File: src/rtl/sad_search_sequencer.sv
// Full-search controller for the pipelined SAD datapath: raster-issues candidates, tracks
// in-flight results and keeps the minimum. Optional SAD_EARLY_EXIT_EN stops on a zero SAD.
module sad_search_sequencer #(
    parameter int unsigned FRAME_W = 64,
    parameter int unsigned FRAME_H = 64,
    parameter int unsigned WIN     = 4,
    parameter int unsigned SAD_W   = 16,
    parameter int unsigned MAX_OUT = 4
) (
    input  logic             Clk,
    input  logic             Rst,
    input  logic             start,
    input  logic [31:0]      base_addr,
    output logic             busy,
    output logic             done,
    output logic             issue_valid,
    input  logic             issue_ready,
    output logic [31:0]      issue_addr,
    output logic [15:0]      cand_row,
    output logic [15:0]      cand_col,
    input  logic             res_valid,
    input  logic [SAD_W-1:0] res_sad,
    output logic [SAD_W-1:0] best_sad,
    output logic [15:0]      best_row,
    output logic [15:0]      best_col
);

    localparam int unsigned   OW      = $clog2(MAX_OUT + 1);
    localparam logic [OW-1:0] MaxOut  = OW'(MAX_OUT);
    localparam logic [15:0]   LastCol = 16'(FRAME_W - WIN);
    localparam logic [15:0]   LastRow = 16'(FRAME_H - WIN);

    typedef enum logic [1:0] {StIdle, StIssue, StDrain, StDone} state_e;

    state_e        state_q, state_d;
    logic [31:0]   base_q;
    logic [OW-1:0] out_q, out_d;
    logic [15:0]   res_row_q, res_col_q;
    logic          xfer, res_take, last_pos, zero_exit;
    logic [15:0]   nxt_row, nxt_col;
    logic [31:0]   nxt_addr;

    always_comb begin
        xfer     = (state_q == StIssue) && issue_valid && issue_ready;
        // Results only count while a search owns them; stray pulses are dropped.
        res_take = res_valid && (out_q != '0) &&
                   ((state_q == StIssue) || (state_q == StDrain));
        last_pos = (cand_row == LastRow) && (cand_col == LastCol);

        if (cand_col == LastCol) begin
            nxt_col = 16'd0;
            nxt_row = cand_row + 16'd1;
        end else begin
            nxt_col = cand_col + 16'd1;
            nxt_row = cand_row;
        end
        nxt_addr = base_q + ((32'(nxt_row) * 32'(FRAME_W) + 32'(nxt_col)) << 2);

        out_d = out_q;
        unique case ({xfer, res_take})
            2'b10:   out_d = out_q + OW'(1);
            2'b01:   out_d = out_q - OW'(1);
            default: out_d = out_q;
        endcase

`ifdef SAD_EARLY_EXIT_EN
        zero_exit = res_take && (state_q == StIssue) && (res_sad == '0);
`else
        zero_exit = 1'b0;
`endif

        state_d = state_q;
        unique case (state_q)
            StIdle:  if (start) state_d = StIssue;
            StIssue: if ((xfer && last_pos) || zero_exit) state_d = StDrain;
            StDrain: if (out_d == '0) state_d = StDone;
            StDone:  state_d = StIdle;
            default: state_d = StIdle;
        endcase
    end

    always_ff @(posedge Clk) begin
        if (Rst) begin
            state_q     <= StIdle;
            base_q      <= '0;
            out_q       <= '0;
            busy        <= 1'b0;
            done        <= 1'b0;
            issue_valid <= 1'b0;
            issue_addr  <= '0;
            cand_row    <= '0;
            cand_col    <= '0;
            res_row_q   <= '0;
            res_col_q   <= '0;
            best_sad    <= '1;
            best_row    <= '0;
            best_col    <= '0;
        end else begin
            state_q     <= state_d;
            out_q       <= out_d;
            busy        <= (state_d == StIssue) || (state_d == StDrain);
            done        <= (state_d == StDone);
            // Registered form of (state == ISSUE && outstanding < MAX_OUT).
            issue_valid <= (state_d == StIssue) && (out_d < MaxOut);

            if ((state_q == StIdle) && start) begin
                base_q     <= base_addr;
                issue_addr <= base_addr;
                cand_row   <= '0;
                cand_col   <= '0;
                res_row_q  <= '0;
                res_col_q  <= '0;
                best_sad   <= '1;
                best_row   <= '0;
                best_col   <= '0;
            end

            // The last candidate stays on the outputs once issued.
            if (xfer && !last_pos) begin
                cand_row   <= nxt_row;
                cand_col   <= nxt_col;
                issue_addr <= nxt_addr;
            end

            if (res_take) begin
                if (res_sad < best_sad) begin
                    best_sad <= res_sad;
                    best_row <= res_row_q;
                    best_col <= res_col_q;
                end
                if (res_col_q == LastCol) begin
                    res_col_q <= '0;
                    res_row_q <= res_row_q + 16'd1;
                end else begin
                    res_col_q <= res_col_q + 16'd1;
                end
            end
        end
    end

endmodule

File: config.mk
export PLATFORM = sky130hd
export DESIGN_NAME = sad_search_sequencer
export DESIGN_NICKNAME = d
export VERILOG_FILES = /design/src/rtl/sad_search_sequencer.sv
export SDC_FILE = /design/constraint.sdc
export NUM_CORES = 1
export LEC_CHECK = 0
export CAP_MARGIN = 20
export CORE_MARGIN = 1
export CORE_UTILIZATION = 50
export DETAILED_ROUTE_END_ITERATION = 7
export PLACE_DENSITY_LB_ADDON = 0.3
export SYNTH_ARGS = -nofsm -noshare
export SYNTH_HDL_FRONTEND = slang
export SYNTH_SLANG_ARGS = --single-unit
File: constraint.sdc
create_clock -name Clk -period 8.65 [get_ports Clk]
set_input_delay 1.73 -clock Clk [delete_from_list [all_inputs] [get_ports Clk]]
set_output_delay 1.73 -clock Clk [all_outputs]
set_load 0.01 [all_outputs]
Yosys cells after proc, flatten, opt, wreduce, memory -nomap -nowiden:

Index checks and enable logic that the tools add are counted.
Widths: inputs -> output; s select.

* bits in read-only memories: 0
* output and inout port bits: 115
* memory bits (writable): 0
* register bits: 184
* logic and storage cells: 78
* memories kept: 0
* bits in latches: 0
* input bits: 53

* divide/modulo/power cells: 0
* $add $sub $neg: 8
* multiply operators: 0
* shift-type cells: 0
* reduce and logical (&&, ||, !) cells: 17
* bitwise operators: 0
* eq/ne operators: 11
* multiplexer cells: 26
* $lt $le $gt $ge: 2

Operator list (number)
* $mux 16: 19
* $add 16x1->16 const B: 4
* $mux 32: 2
* $eq 16x6->1 const B: 3
* $add 32x25->32: 1
* $add 22x16->23: 1
* $lt 16x16->1: 1
* $eq 2x2->1 const B: 5
* $logic_and 1x1->1: 9
* $pmux 2 s4: 1
* $eq 2x1->1 const B: 3
* $mux 2: 3
* $pmux 3 s2: 1
* $reduce_bool 2->1: 2
* $add 3x1->3 const B: 1
* $logic_not 3->1: 1
* $lt 3x3->1 const B: 1
* $reduce_bool 3->1: 1
* $sub 3x1->3 const B: 1
* $logic_not 2->1: 1
* $logic_or 1x1->1: 2
* $logic_not 1->1: 1

Depth between registers and ports, before layout:

Gate-level depths: netlist (run 1).

* word-level depth: 10
* depth in mapped cells: 26
* depth with buffers taken out: 26

Worst setup path after synthesis (run 1):

OpenSTA, ideal clock, no wires.

* path kind: reg2reg
* from: register cand_col[0]
* to: register issue_addr[28]
* arrival time: 5.562 ns
* period minus slack after synthesis: 5.694 ns
* path slack: 2.956 ns
* path buffers: 1
* library setup time: 0.133 ns
* stages on the path, launching flop included: 27
* required time: 8.517 ns
* path through: dfxtp_1 inv_1 ha_1 or3b_2 nor4_4 clkbuf_1 xnor2_1 ha_1 inv_1 fa_1 nor2b_1 o21a_1 o21ai_0 a21oi_1 o211ai_1 a21oi_1 a21oi_1 mux2i_1 xor2_1 ha_1 inv_1 or4b_2 o22ai_1 o41a_1 a41o_1 xnor2_1 a21oi_1

* cells in the longest elaborated chain, start to end: 5
* elaborated cells on any way between the ends: 11
* those cells by class: 3 x add/sub; 1 x eq/ne; 3 x mux; 4 x reduce/logical

RTL lines
* start: declaration: line 20 `output logic [15:0] cand_col,`
* start signal: assignment: line 121 `cand_col <= nxt_col;`
* $add 16x1->16 / $eq 16x6->1 (equally long branches): line 54, 48, 50
* $mux 16 / $logic_and 1x1->1 (equally long branches): line 50, 48
* $add 22x16->23 / $logic_not 1->1 (equally long branches): line 57, 119
* $add 32x25->32 / $logic_and 1x1->1 (equally long branches): line 57, 119
* $mux 32 / $reduce_bool 2->1 (equally long branches)
* end signal: assignment: line 108 `issue_addr <= base_addr;`
* end signal: assignment: line 122 `issue_addr <= nxt_addr;`
* end: declaration: line 18 `output logic [31:0] issue_addr,`

Parallel ways exist; a longest one is shown, timed or not.
A chain may end at the register's enable or synchronous reset.

Worst setup path after layout (run 1):

Same ends and word-level chain as after synthesis.

==> results.txt, run 1 <==
The run finished with clean final reports. The number of global-route vias before repair came out at 8,996. The number of antenna diodes in the final layout is 0. Counting distinct cell types in the post-synthesis netlist gives 66.

In this run the number of H-tree levels came out at 4. All-layer global routing usage: 0.253. Mean instance size in the synthesized netlist: 7.66 um2. CTS saw 184 sinks. Before CTS, the worst setup slack after placement is 2.16 ns.

VDD sags by at most 132 uV. The critical path starts at cand_col[0]$_SDFFE_PP0P_. The first-pass GRT wire length is 44,700 um, and the count of antenna-violating nets left after detailed routing is 0. The number of synthesized flops with an enable pin is 0, and the cell row count is 52.

The pre-antenna-repair detailed-routing pass consisted of 6 iterations. The wire length per cell after detailed routing was 15.7 um. The critical path goes through inv_1, ha_1, or3b_2, nor4_4, nand4_1, nor2_1, xor2_1, ha_1, a21o_1, a21oi_1, inv_1, o211ai_1, a21oi_1, a21oi_1, mux2i_1, xor2_1, ha_1, inv_1, or4b_2, o22ai_1, o41a_1, a41o_1, xnor2_1, a21oi_1. Once routing completed, OpenROAD measured the worst setup slack at 2.09 ns. The final max-slew violation count is 0, and the slew at the pin with the worst max-slew slack is 1.03 ns. In this run the tool buffered the top-level ports with 167 buffer cells. The die outline width works out to 146 um.

The count of vias placed by the detailed router is 10,034, and the total power consumption of the routed design is 0.00196 W. The tools report the number of gates resized after CTS as 0. The worst register-to-register path has a depth of 24.

On the critical path, the stage with the largest delay is an instance of sky130_fd_sc_hd__nor4_4. Setup total negative slack on the finished layout was measured at 0 ns. The origin of the critical flop-to-flop path is cand_col[0]$_SDFFE_PP0P_.

The run gives 0 as the number of maximum-capacitance violations. Yosys attributes the largest share of cell area to sky130_fd_sc_hd__dfxtp_1 (35%), sky130_fd_sc_hd__a21oi_1 (8.7%), sky130_fd_sc_hd__ha_1 (7.8%). The fraction of power consumed by sequential logic is 0.460.

By instance count, the cell type seen most on the critical path is sky130_fd_sc_hd__a21oi_1. The logs give 0 for the final hold violation count and 17 for the number of buffers added by the clock tree synthesis step. STA classifies the critical path endpoint as a flip-flop. Peak fanout along the critical path: 17. For this design the total switching power over the nets is 0.000557 W.

The worst setup path is launched from a flip-flop. The fraction of synthesis flops using an asynchronous set or reset pin is 0. The achievable frequency is 152 MHz. The most used flip-flop cell after synthesis is sky130_fd_sc_hd__dfxtp_1.

The die height was 146 um; the routed wire length was 27,500 um. The largest single stage delay on the critical path is 0.83 ns. The placed wire-length estimate was 18,700 um; the leakage power was 4.95 nW. STA puts the critical path data required time at 8.95 ns. Setup repair after global routing left no endpoint under its margin. The portion of synthesized cell area occupied by the leading cell type was 0.355; the part of the total power dissipated in the clock network was 0.409. The post-synthesis cell count was 1,355; the yosys synthesis warning count was 0. The number of antenna violations at the first check in global routing came out at 0.

The worst slew slack as a fraction of its limit was 0.313. The register area share after synthesis was 0.355. Synthesis inferred 184 register bits. The number of ports placed on the die boundary was 168. The switching part of the total power was 0.285. At the later pin of the worst-skew pair, clock insertion delay measures 0.43 ns. For the deepest clock path buffer count, the log shows 2. Class of the tightest hold or removal check: flip-flop to flip-flop.

Summing every instance area after synthesis gives 10,400 um2. The average vias per placed instance came out at 5.74. Maximum number of pins on one net before global-route repair: 106. The worst path needs 6.56 ns of the cycle, external delays included. After floorplanning, the core was sized to cover 20,300 um2. The combinational fraction of design power is 0.131, and the part of the cycle the worst path needs is 0.759. The share of final-layout standard cells stronger than drive strength 1 was 0.0447; the global placement routability congestion was 0.891. The number of buffers inserted by post-CTS setup repair came out at 0. Kind of critical path: flip-flop to flip-flop. After clock tree synthesis, the clock-pin slew on the worst setup and hold paths is 0.07 ns. Internal power comes to 0.00140 W.

For this run, the post-layout net count is 1,586. Hold repair after CTS inserted 0 buffers. The buffer type at the clock tree root was sky130_fd_sc_hd__clkbuf_16. For the net count of the mapped netlist, the log shows 1,476.

The endpoint identified for the worst register-to-register timing path is issue_addr[28]$_SDFFE_PP0P_. The floorplan step defined a die boundary enclosing 21,300 um2. The initial standard-cell utilization of the core is 0.511, and the final number of setup-violating endpoints is 0.

The areal power density over the cells is 154 nW/um2. Relative to the synthesized area, the layout overhead comes to 22.4%. In this run the register-to-register setup slack is 2.09 ns.

The tools report the worst setup path endpoint as issue_addr[28]$_SDFFE_PP0P_. The tools report the residual overflow from global routing as 0. For the worst clock skew on the final layout, the log shows 0.0140 ns. The cell taking the most area after synthesis is sky130_fd_sc_hd__dfxtp_1. TritonCTS built the clock tree.

The first routing iteration left 678 violations. In the routed design, unresolved DRC markers number 0. At the worst endpoint, the arrival time is 6.86 ns.
## synth_stat cells, types with 3 or more instances
cell and number:
sky130_fd_sc_hd__nand2b_1 6, sky130_fd_sc_hd__a22oi_1 4, sky130_fd_sc_hd__nor4_1 6, sky130_fd_sc_hd__a311oi_1 37, sky130_fd_sc_hd__ha_1 65, sky130_fd_sc_hd__clkbuf_1 61
sky130_fd_sc_hd__nor2b_1 12, sky130_fd_sc_hd__buf_4 5, sky130_fd_sc_hd__a211oi_1 3, sky130_fd_sc_hd__a31o_2 7, sky130_fd_sc_hd__a21oi_1 181, sky130_fd_sc_hd__xor2_1 28
sky130_fd_sc_hd__buf_6 3, sky130_fd_sc_hd__o21a_1 6, sky130_fd_sc_hd__dfxtp_1 184, sky130_fd_sc_hd__o21ai_0 43, sky130_fd_sc_hd__nand2_1 215, sky130_fd_sc_hd__nor3b_1 3
sky130_fd_sc_hd__a31oi_1 12, sky130_fd_sc_hd__o31ai_1 3, sky130_fd_sc_hd__nand3_1 78, sky130_fd_sc_hd__buf_1 10, sky130_fd_sc_hd__nor3_1 46, sky130_fd_sc_hd__or3_1 13
sky130_fd_sc_hd__nand4_1 19, sky130_fd_sc_hd__buf_2 4, sky130_fd_sc_hd__inv_1 48, sky130_fd_sc_hd__o211ai_1 3, sky130_fd_sc_hd__xnor2_1 34, sky130_fd_sc_hd__nand4b_1 3
sky130_fd_sc_hd__and4_1 5, sky130_fd_sc_hd__nand3b_1 6, sky130_fd_sc_hd__fa_1 3, sky130_fd_sc_hd__and3_1 19, sky130_fd_sc_hd__or4_1 6, sky130_fd_sc_hd__nor2_1 115
sky130_fd_sc_hd__a21o_1 18
## worst min-delay path by stage
stage                                  startpoint                 endpoint  slack (ns)  depth (start not counted)
after floorplan            base_q[0]$_SDFFE_PP0P_   base_q[0]$_SDFFE_PP0P_        0.44                          2
after global placement     base_q[0]$_SDFFE_PP0P_   base_q[0]$_SDFFE_PP0P_        0.45                          2
after detailed placement   base_q[0]$_SDFFE_PP0P_   base_q[0]$_SDFFE_PP0P_        0.45                          2
after CTS                  base_q[0]$_SDFFE_PP0P_   base_q[0]$_SDFFE_PP0P_        0.46                          2
after global routing      base_q[14]$_SDFFE_PP0P_  base_q[14]$_SDFFE_PP0P_        0.48                          2
final                      base_q[0]$_SDFFE_PP0P_   base_q[0]$_SDFFE_PP0P_        0.46                          2
## power by group through the flow
stage	clock network, W	logic (W)	registers, W
after CTS	0.000812	0.000257	0.000901
final	0.000802	0.000256	0.000901
after floorplan	0	0.000146	0.000924
after global routing	0.000848	0.000281	0.000904
after detailed placement	0	0.000254	0.000920
after global placement	0	0.000251	0.000920
## registers in the layout (all words and copies together) (netlist names), 2 cells and up
signal and count:
best_sad 16, res_row_q 16, issue_addr 32, state_q 2, cand_row 16, best_row 16, best_col 16, res_col_q 16
out_q 3, cand_col 16, base_q 32
## kinds of logic after synthesis
kind of cell	share of synthesized area
compound gates	0.199
xor+xnor	0.0523
fa+ha+maj	0.0851
buf+inv	0.0522
flops	0.355
mux	0.000964
simple gates	0.255
## layout make-up
cell class	instances	area (um2)
inverters	49	184
repair buffers	174	1730
clock inverters	15	176
flip-flops and latches	184	3680
clock buffers	17	425
multi-input cells	1039	6170
well taps	270	338
fillers	1836	7600
## critical path: cells and delay by family (launching register included)
family | cells | cell delay (ns)
flops | 1 | 0.40
xor+xnor | 3 | 0.47
fa+ha+maj | 3 | 0.80
mux | 1 | 0.10
compound gates | 9 | 1.69
buf+inv | 3 | 0.29
simple gates | 5 | 2.67
## placed cells by master (no fill, tap or decap), types with 4 or more instances in the layout
| cell type | synthesis | final |
|---|---|---|
| sky130_fd_sc_hd__a311oi_1 | 37 | 37 |
| sky130_fd_sc_hd__nor2_1 | 115 | 115 |
| sky130_fd_sc_hd__or3_1 | 13 | 13 |
| sky130_fd_sc_hd__xnor2_1 | 34 | 34 |
| sky130_fd_sc_hd__nand3b_1 | 6 | 6 |
| sky130_fd_sc_hd__nor2b_1 | 12 | 11 |
| sky130_fd_sc_hd__nand2_1 | 215 | 214 |
| sky130_fd_sc_hd__o21ai_0 | 43 | 43 |
| sky130_fd_sc_hd__and3_1 | 19 | 19 |
| sky130_fd_sc_hd__buf_4 | 5 | 7 |
| sky130_fd_sc_hd__nor4_1 | 6 | 6 |
| sky130_fd_sc_hd__nor3_1 | 46 | 46 |
| sky130_fd_sc_hd__nand2b_1 | 6 | 5 |
| sky130_fd_sc_hd__a31oi_1 | 12 | 12 |
| sky130_fd_sc_hd__and4_1 | 5 | 5 |
| sky130_fd_sc_hd__inv_1 | 48 | 48 |
| sky130_fd_sc_hd__a21oi_1 | 181 | 181 |
| sky130_fd_sc_hd__nand3_1 | 78 | 78 |
| sky130_fd_sc_hd__dfxtp_1 | 184 | 184 |
| sky130_fd_sc_hd__nand4_1 | 19 | 19 |
| sky130_fd_sc_hd__a21o_1 | 18 | 18 |
| sky130_fd_sc_hd__inv_8 | 0 | 4 |
| sky130_fd_sc_hd__ha_1 | 65 | 65 |
| sky130_fd_sc_hd__a22oi_1 | 4 | 4 |
| sky130_fd_sc_hd__a31o_2 | 7 | 7 |
| sky130_fd_sc_hd__o21a_1 | 6 | 6 |
| sky130_fd_sc_hd__or4_1 | 6 | 6 |
| sky130_fd_sc_hd__clkbuf_16 | 0 | 17 |
| sky130_fd_sc_hd__clkdlybuf4s50_1 | 0 | 166 |
| sky130_fd_sc_hd__xor2_1 | 28 | 28 |
| sky130_fd_sc_hd__inv_6 | 0 | 4 |
## through the flow
stage,util,hold slack [ns],std cells,area [um2]
2_1_floorplan,-,0.437,1355,10400
3_3_place_gp,0.596,0.445,1716,12100
3_5_place_dp,0.596,0.447,1716,12100
4_1_cts,0.626,0.457,1748,12700
5_1_grt,0.626,0.482,1748,12700
6_report,0.626,0.456,1748,12700
## per-layer routing
metal | track usage | wire length [um]
met5 | 0 | 0
met3 | 0.0481 | 1590
met2 | 0.433 | 13200
met4 | 0.0698 | 436
met1 | 0.324 | 12200
No activity file was read; power rests on OpenSTA's default activity.
==> inputs of run 2 (changes only) <==
- CORE_UTILIZATION: 50 -> 49
- clock period: 8.65 -> 5.5 ns (I/O delays scaled with it)
==> run 2 against run 1 <==
Effect of this change:
- register-to-register slack got worse by 2.1 ns
- via count increased by 2.3%
- clock skew decreased by 0.0026 ns
- combinational power increased by 62%
- cell count increased by 2.2%
- sequential power increased by 58%
- critical endpoint is now issue_addr[29]$_SDFFE_PP0P_
- clock power increased by 53%
- flip-flop and latch count unchanged
- die area increased by 2.0%
==> results.txt, run 2 (synthesis results as in run 1) <==
For the count of vias placed by the detailed router, the log shows 10,267 (was 10,034). The worst slack on hold paths is 0.467 ns (was 0.456 ns), and the hold buffer count at CTS is 0 (unchanged). The run gives 168 (unchanged) as the number of ports placed on the die boundary.

The tools report the post-placement worst setup slack as -0.0803 ns (was 2.16 ns). Count of antenna-violating nets left after detailed routing: 0 (unchanged). Biggest regs: base_q: 32 flops, issue_addr: 32 flops (unchanged). The die height was 148 um (was 146 um). Class of the tightest hold or removal check: flip-flop to flip-flop (unchanged). The number of input and output port buffers inserted was 167 (unchanged). The number of antenna violations at the first check in global routing is 0 (unchanged), and the die outline width is 148 um (was 146 um). The logs give 0.446 (was 0.433) for the fraction of met2 tracks used by global routing and 0.286 (was 0.313) for the worst slew slack as a fraction of its limit. The cell with the biggest individual delay on the critical path was sky130_fd_sc_hd__or4_4 (was sky130_fd_sc_hd__nor4_4). Deepest clock path buffer count: 2 (unchanged).

The tools report the critical path startpoint category as a flip-flop (unchanged). The most repeated library cell on the critical path is sky130_fd_sc_hd__a21oi_2 (was sky130_fd_sc_hd__a21oi_1). For the final critical-path setup slack, the log shows 0.0305 ns (was 2.09 ns). The average vias per placed instance is 5.75 (was 5.74). The most common cell after layout, fill and taps aside was sky130_fd_sc_hd__nand2_1 (unchanged). Peak fanout along the critical path: 7 (was 17). The total DRC errors in the routed layout was 0 (unchanged); the wire length per cell after detailed routing was 16.1 um (was 15.7 um). The logs give 6 (unchanged) for the number of iterations in the first detailed-routing pass and 17 (unchanged) for the number of buffers added by the clock tree synthesis step.

The final antenna diode count came out at 0 (unchanged). The kind of end point of the critical path is a flip-flop (unchanged). The placed wire-length estimate is 19,800 um (was 18,700 um), and the clock slew at the register clock pins of the worst setup and hold paths is 0.07 ns (about the same). The number of maximum-capacitance violations is 0 (unchanged), and the cell row count is 52 (unchanged). The final max-slew violation count was 0 (unchanged); the peak supply drop was 207 uV (was 132 uV).

Commonest cells after routing, fill and taps aside: sky130_fd_sc_hd__nand2_1 (213), sky130_fd_sc_hd__dfxtp_1 (183), sky130_fd_sc_hd__a21oi_1 (172) (was sky130_fd_sc_hd__nand2_1 (214), sky130_fd_sc_hd__dfxtp_1 (184), sky130_fd_sc_hd__a21oi_1 (181)). The worst clock skew on the final layout came out at 0.0114 ns (was 0.0140 ns). TritonCTS built the clock tree.

The areal power density over the cells was 232 nW/um2 (was 154 nW/um2). The growth of design area from synthesis to finish was 26.7% (was 22.4%). The total placed cells including tap cells was 1,737 (was 1,716). The run gives 20,500 um2 (was 20,300 um2) as the standard cell core area. The layout filler cell count is 1,790 (was 1,836), and the part of the cycle the worst path needs is 0.994 (was 0.759). Shortest clock period the worst path allows after layout: 5.47 ns (was 6.56 ns).

The final number of setup-violating endpoints came out at 0 (unchanged). The kind of critical path was flip-flop to flip-flop (unchanged). The run gives 183 MHz (was 152 MHz) as the achievable frequency.

The flow ran to the end, and the final reports show no timing, DRC or antenna violations. The number of global-route vias before repair is 9,390 (was 8,996). Source-to-sink clock delay at the later pin of the worst-skew pair: 0.43 ns (about the same). The most congested layer reported by global routing is met2 (unchanged).

The run gives 0.316 (was 0.324) as the global routing met1 resource utilization. The share of final-layout standard cells stronger than drive strength 1 is 0.0904 (was 0.0447). The residual overflow from global routing was 0 (unchanged). The logs give 184 (unchanged) for the CTS sink count and 5.84 ns (was 8.95 ns) for the data required time of the critical path. The run gives 0.0503 (was 0.0481) as the met3 track utilization from global routing. The count of non-filler cells in the finished layout is 1,786 (was 1,748), and the arrival time of data at the critical path endpoint is 5.81 ns (was 6.86 ns).

For the total power consumption of the routed design, the log shows 0.00306 W (was 0.00196 W). The run gives 119 (was 106) as the maximum number of pins on one net before global-route repair. The global placement routability congestion was 0.938 (was 0.891).

For the area of the die, the log shows 21,800 um2 (was 21,300 um2). The routed wire length was 28,800 um (was 27,500 um); the slew at the pin with the worst max-slew slack was 1.07 ns (was 1.03 ns). The DRC violation total after the first TritonRoute iteration was 677 (was 678). The all-layer global routing usage came out at 0.257 (was 0.253). The first-pass GRT wire length is 45,900 um (was 44,700 um), and the delay of the slowest cell on the worst path is 0.56 ns (was 0.83 ns). The logs give 4 (unchanged) for the number of levels in the clock H-tree and 0.507 (was 0.511) for the initial standard-cell utilization of the core. The number of nets in the layout is 1,624 (was 1,586), and the leakage power is 5.16 nW (was 4.95 nW). Setup repair after global routing could not meet its margin everywhere. Final hold violation count: 0 (unchanged). The tools report the buffer type at the clock tree root as sky130_fd_sc_hd__clkbuf_16 (unchanged).
[run 2: changes by cell type in the layout (fill, tap and decap cells not counted), sizes merged]
cell	delta
inv	-1
clkbuf	+2
clkinvlp	+1
clkinv	-2
buf	+38
[run 2: final timing paths]
check	start	slack (ns)	cells after the start	to
max	cand_col[10]$_SDFFE_PP0P_	0.03	25	issue_addr[29]$_SDFFE_PP0P_
min	base_q[6]$_SDFFE_PP0P_	0.47	2	base_q[6]$_SDFFE_PP0P_
max reg2reg	cand_col[10]$_SDFFE_PP0P_	0.03	25	issue_addr[29]$_SDFFE_PP0P_
min reg2reg	base_q[6]$_SDFFE_PP0P_	0.47	2	base_q[6]$_SDFFE_PP0P_
[run 2: area by class of cell]
| class | count | area (um2) | area share |
|---|---|---|---|
| Timing Repair Buffer | 212 | 2030 | 0.154 |
| Clock inverter | 13 | 130 | 0.00989 |
| Clock buffer | 19 | 443 | 0.0337 |
| Tap cell | 270 | 338 | 0.0257 |
| Multi-Input combinational cell | 1039 | 6350 | 0.482 |
| Inverter | 49 | 184 | 0.0140 |
| Sequential cell | 184 | 3680 | 0.280 |
[run 2: per-layer routing]
metal / up-vias / share of wire
met2: 296 / 0.50
met5: - / 0
met4: 0 / 0.022
met3: 44 / 0.058
met1: 4841 / 0.42
li1: 5086 / -
[run 2: repair_timing]
| action | CTS | global route |
|---|---|---|
| endpoints found under the setup margin | 5 | 11 |
| resized for setup | 9 | 33 |
| pin swaps | 11 | 36 |
| buffers inserted | 7 | 11 |
[run 2: stage by stage]
stage | utilization | setup TNS [ns] | area [um2]
3_5_place_dp | 0.599 | -0.193 | 12300
2_1_floorplan | - | 0 | 10400
6_report | 0.642 | 0 | 13200
3_3_place_gp | 0.599 | 0 | 12300
5_1_grt | 0.642 | -1.24 | 13200
4_1_cts | 0.631 | 0 | 12900
[run 2: critical path: cells and delay by family, from the launching register on]
kind,cells,cell delay (ns)
AOI/OAI and AO/OA,10,1.73
xor gates and xnor gates,2,0.32
adders and majority gates,2,0.75
buffers and inverters,4,0.49
DFF,1,0.32
muxes,1,0.10
and+or+nand+nor,6,1.66
[run 2: report_power, final]
group | switching (W) | total [W] | leakage (nW) | internal [W]
Clock | 0.000576 | 0.00123 | 0.279 | 0.000650
Combinational | 0.000240 | 0.000414 | 3.39 | 0.000174
Sequential | 0.0000343 | 0.00142 | 1.49 | 0.00138
Total | 0.000851 | 0.00306 | 5.16 | 0.00221
==> inputs of run 3 (changes only) <==
- CAP_MARGIN: 20 -> 15
- CELL_PAD_IN_SITES_DETAIL_PLACEMENT: not set -> 1
- CELL_PAD_IN_SITES_GLOBAL_PLACEMENT: not set -> 1
- CORE_UTILIZATION: 49 -> 36
==> run 3 against run 2 <==
Effect of this change:
- clock-buffer cell count is 1 higher
- critical path type unchanged
- sequential power is essentially flat
- clock skew about the same
- sequential share of layout area fell by 0.76 points
- combinational power is 5% higher
- routed wire length is 18% higher
- highest routed layer unchanged
==> results.txt, run 3 (synthesis results as in run 1) <==
The delay of the slowest cell on the worst path was 0.56 ns (about the same). The logs give 3680 um2 (unchanged) for the storage element area and 28,100 um2 (was 20,500 um2) for the standard cell core area. The flow ran to the end, and the final reports show no timing, DRC or antenna violations.

The slew at the pin with the worst max-slew slack is 1.01 ns (was 1.07 ns). The cell with the biggest individual delay on the critical path is sky130_fd_sc_hd__or4_4 (unchanged). The class of the tightest hold or removal check is flip-flop to flip-flop (unchanged). The first-pass GRT wire length was 54,000 um (was 45,900 um); the share of final-layout standard cells stronger than drive strength 1 was 0.108 (was 0.0904).

The shortest clock period the worst path allows after layout works out to 5.37 ns (was 5.47 ns). The number of levels in the clock H-tree is 4 (unchanged). The die height is 172 um (was 148 um), and the post-placement worst setup slack is -0.0945 ns (was -0.0803 ns). The run gives 150 uV (was 207 uV) as the peak supply drop.

Setup repair after global routing could not meet its margin everywhere. The layout filler cell count is 3,481 (was 1,790). The clock slew at the register clock pins of the worst setup and hold paths is 0.07 ns (about the same). TritonCTS built the clock tree. The wire length per cell after detailed routing is 17.7 um (was 16.1 um). The CTS sink count came out at 184 (unchanged).

Final-layout setup total negative slack: 0 ns (unchanged). Commonest cells after routing, fill and taps aside: sky130_fd_sc_hd__nand2_1 (214), sky130_fd_sc_hd__dfxtp_1 (183), sky130_fd_sc_hd__a21oi_1 (172) (was sky130_fd_sc_hd__nand2_1 (213), sky130_fd_sc_hd__dfxtp_1 (183), sky130_fd_sc_hd__a21oi_1 (172)). The most common cell after layout, fill and taps aside is sky130_fd_sc_hd__nand2_1 (unchanged).

The total power consumption of the routed design is 0.00313 W (was 0.00306 W), and the source-to-sink clock delay at the later pin of the worst-skew pair is 0.44 ns (was 0.43 ns). The run gives 2 (unchanged) as the deepest clock path buffer count. The global routing met1 resource utilization is 0.273 (was 0.316), and the number of nets in the layout is 1,651 (was 1,624). Most congested layer reported by global routing: met2 (unchanged). The number of ports placed on the die boundary was 168 (unchanged).

Buffer type at the clock tree root: sky130_fd_sc_hd__clkbuf_16 (unchanged). The logs give 186 MHz (was 183 MHz) for the achievable frequency and 10,540 (was 9,390) for the number of global-route vias before repair. The count of antenna-violating nets left after detailed routing was 0 (unchanged). All-layer global routing usage: 0.229 (was 0.257). The tools report the critical path startpoint category as a flip-flop (unchanged). The logs give 0.322 (was 0.286) for the worst slew slack as a fraction of its limit and 10,533 (was 10,267) for the count of vias placed by the detailed router.

The part of the cycle the worst path needs was 0.977 (was 0.994); the total DRC errors in the routed layout was 0 (unchanged). The die outline width came out at 172 um (was 148 um). Growth of design area from synthesis to finish: 30.3% (was 26.7%). For the fraction of met2 tracks used by global routing, the log shows 0.411 (was 0.446). For the maximum number of pins on one net before global-route repair, the log shows 114 (was 119).

The number of input and output port buffers inserted is 167 (unchanged), and the initial standard-cell utilization of the core is 0.370 (was 0.507). For the leakage power, the log shows 5.29 nW (was 5.16 nW). The number of buffers added by the clock tree synthesis step came out at 17 (unchanged). Kind of end point of the critical path: a flip-flop (unchanged). The final hold violation count was 0 (unchanged); the hold buffer count at CTS was 0 (unchanged). The logs give 0.0112 ns (was 0.0114 ns) for the worst clock skew on the final layout and 0 (unchanged) for the final antenna diode count.

Placed wire-length estimate: 24,200 um (was 19,800 um). For the multi-input logic area, the log shows 6350 um2 (about the same). The final number of setup-violating endpoints is 0 (unchanged), and the DRC violation total after the first TritonRoute iteration is 450 (was 677). The tools report the met3 track utilization from global routing as 0.0384 (was 0.0503). The number of maximum-capacitance violations is 0 (unchanged), and the routed wire length is 34,000 um (was 28,800 um). The area of the die is 29,500 um2 (was 21,800 um2), and the data required time of the critical path is 5.85 ns (was 5.84 ns). Most repeated library cell on the critical path: sky130_fd_sc_hd__a21oi_2 (unchanged). Number of antenna violations at the first check in global routing: 0 (unchanged). For the number of iterations in the first detailed-routing pass, the log shows 4 (was 6). The kind of critical path was flip-flop to flip-flop (unchanged). Biggest regs: base_q: 32 flops, issue_addr: 32 flops (unchanged). The average vias per placed instance came out at 5.48 (was 5.75). The run gives 0.904 (was 0.938) as the global placement routability congestion.

Arrival time of data at the critical path endpoint: 5.72 ns (was 5.81 ns). Peak fanout along the critical path: 5 (was 7). Areal power density over the cells: 231 nW/um2 (was 232 nW/um2). The final max-slew violation count is 0 (unchanged), and the residual overflow from global routing is 0 (unchanged). Final critical-path setup slack: 0.126 ns (was 0.0305 ns).

The cell row count was 61 (was 52).
run 3: cell count changes in the layout (fill, tap and decap cells not counted), sizes merged:
cell	previous run	this run
clkbuf	19	20
inv	56	53
clkinvlp	2	3
bufinv	1	2
buf	46	73
run 3: area by class of cell:
cell class | count | area share
timing repair buffer | 239 | 0.165
inverter | 49 | 0.0136
clock inverter | 12 | 0.0104
clock buffer | 20 | 0.0338
sequential | 184 | 0.272
tap | 378 | 0.0350
multi-input combinational | 1039 | 0.470
run 3: worst paths after layout:
path / start / cells past startpoint / slack [ns] / to
max reg2reg: cand_col[8]$_SDFFE_PP0P_ / 25 / 0.13 / issue_addr[27]$_SDFFE_PP0P_
min: base_q[0]$_SDFFE_PP0P_ / 2 / 0.47 / base_q[0]$_SDFFE_PP0P_
max: cand_col[8]$_SDFFE_PP0P_ / 25 / 0.13 / issue_addr[27]$_SDFFE_PP0P_
min reg2reg: base_q[0]$_SDFFE_PP0P_ / 2 / 0.47 / base_q[0]$_SDFFE_PP0P_
run 3: power breakdown:
group	switching, W	total, W	leakage, nW	internal (W)
logic	0.000253	0.000433	3.52	0.000180
registers	0.0000353	0.00142	1.49	0.00138
clock network	0.000578	0.00128	0.284	0.000701
run 3: metrics by stage:
step	util	area (um2)	instances	hold slack, ns
floorplan	-	10400	1355	0.437
global placement	0.446	12500	1860	0.444
detailed placement	0.446	12500	1860	0.456
CTS	0.471	13200	1901	0.467
global route	0.482	13500	1921	0.475
finish	0.482	13500	1921	0.467
run 3: per-layer routing:
layer,share of wire,vias up
met4,0.027,0
met1,0.44,5156
met2,0.50,176
met3,0.033,54
li1,-,5147
met5,0,-
run 3: what timing repair did:
action	in CTS	in global routing
buffers inserted	9	20
pin swaps	10	31
endpoints found under the setup margin	4	13
gates resized for setup	7	37
run 3: worst max-delay path: cells and delay by family, from the launching register on:
family                   cells  cell delay, ns
AND/OR/NAND/NOR              7            1.95
AO/OA/AOI/OAI                8            1.41
adder cells (fa/ha/maj)      2            0.60
buffers and inverters        5            0.51
XOR/XNOR                     2            0.42
flip-flops                   1            0.32
multiplexers                 1            0.10
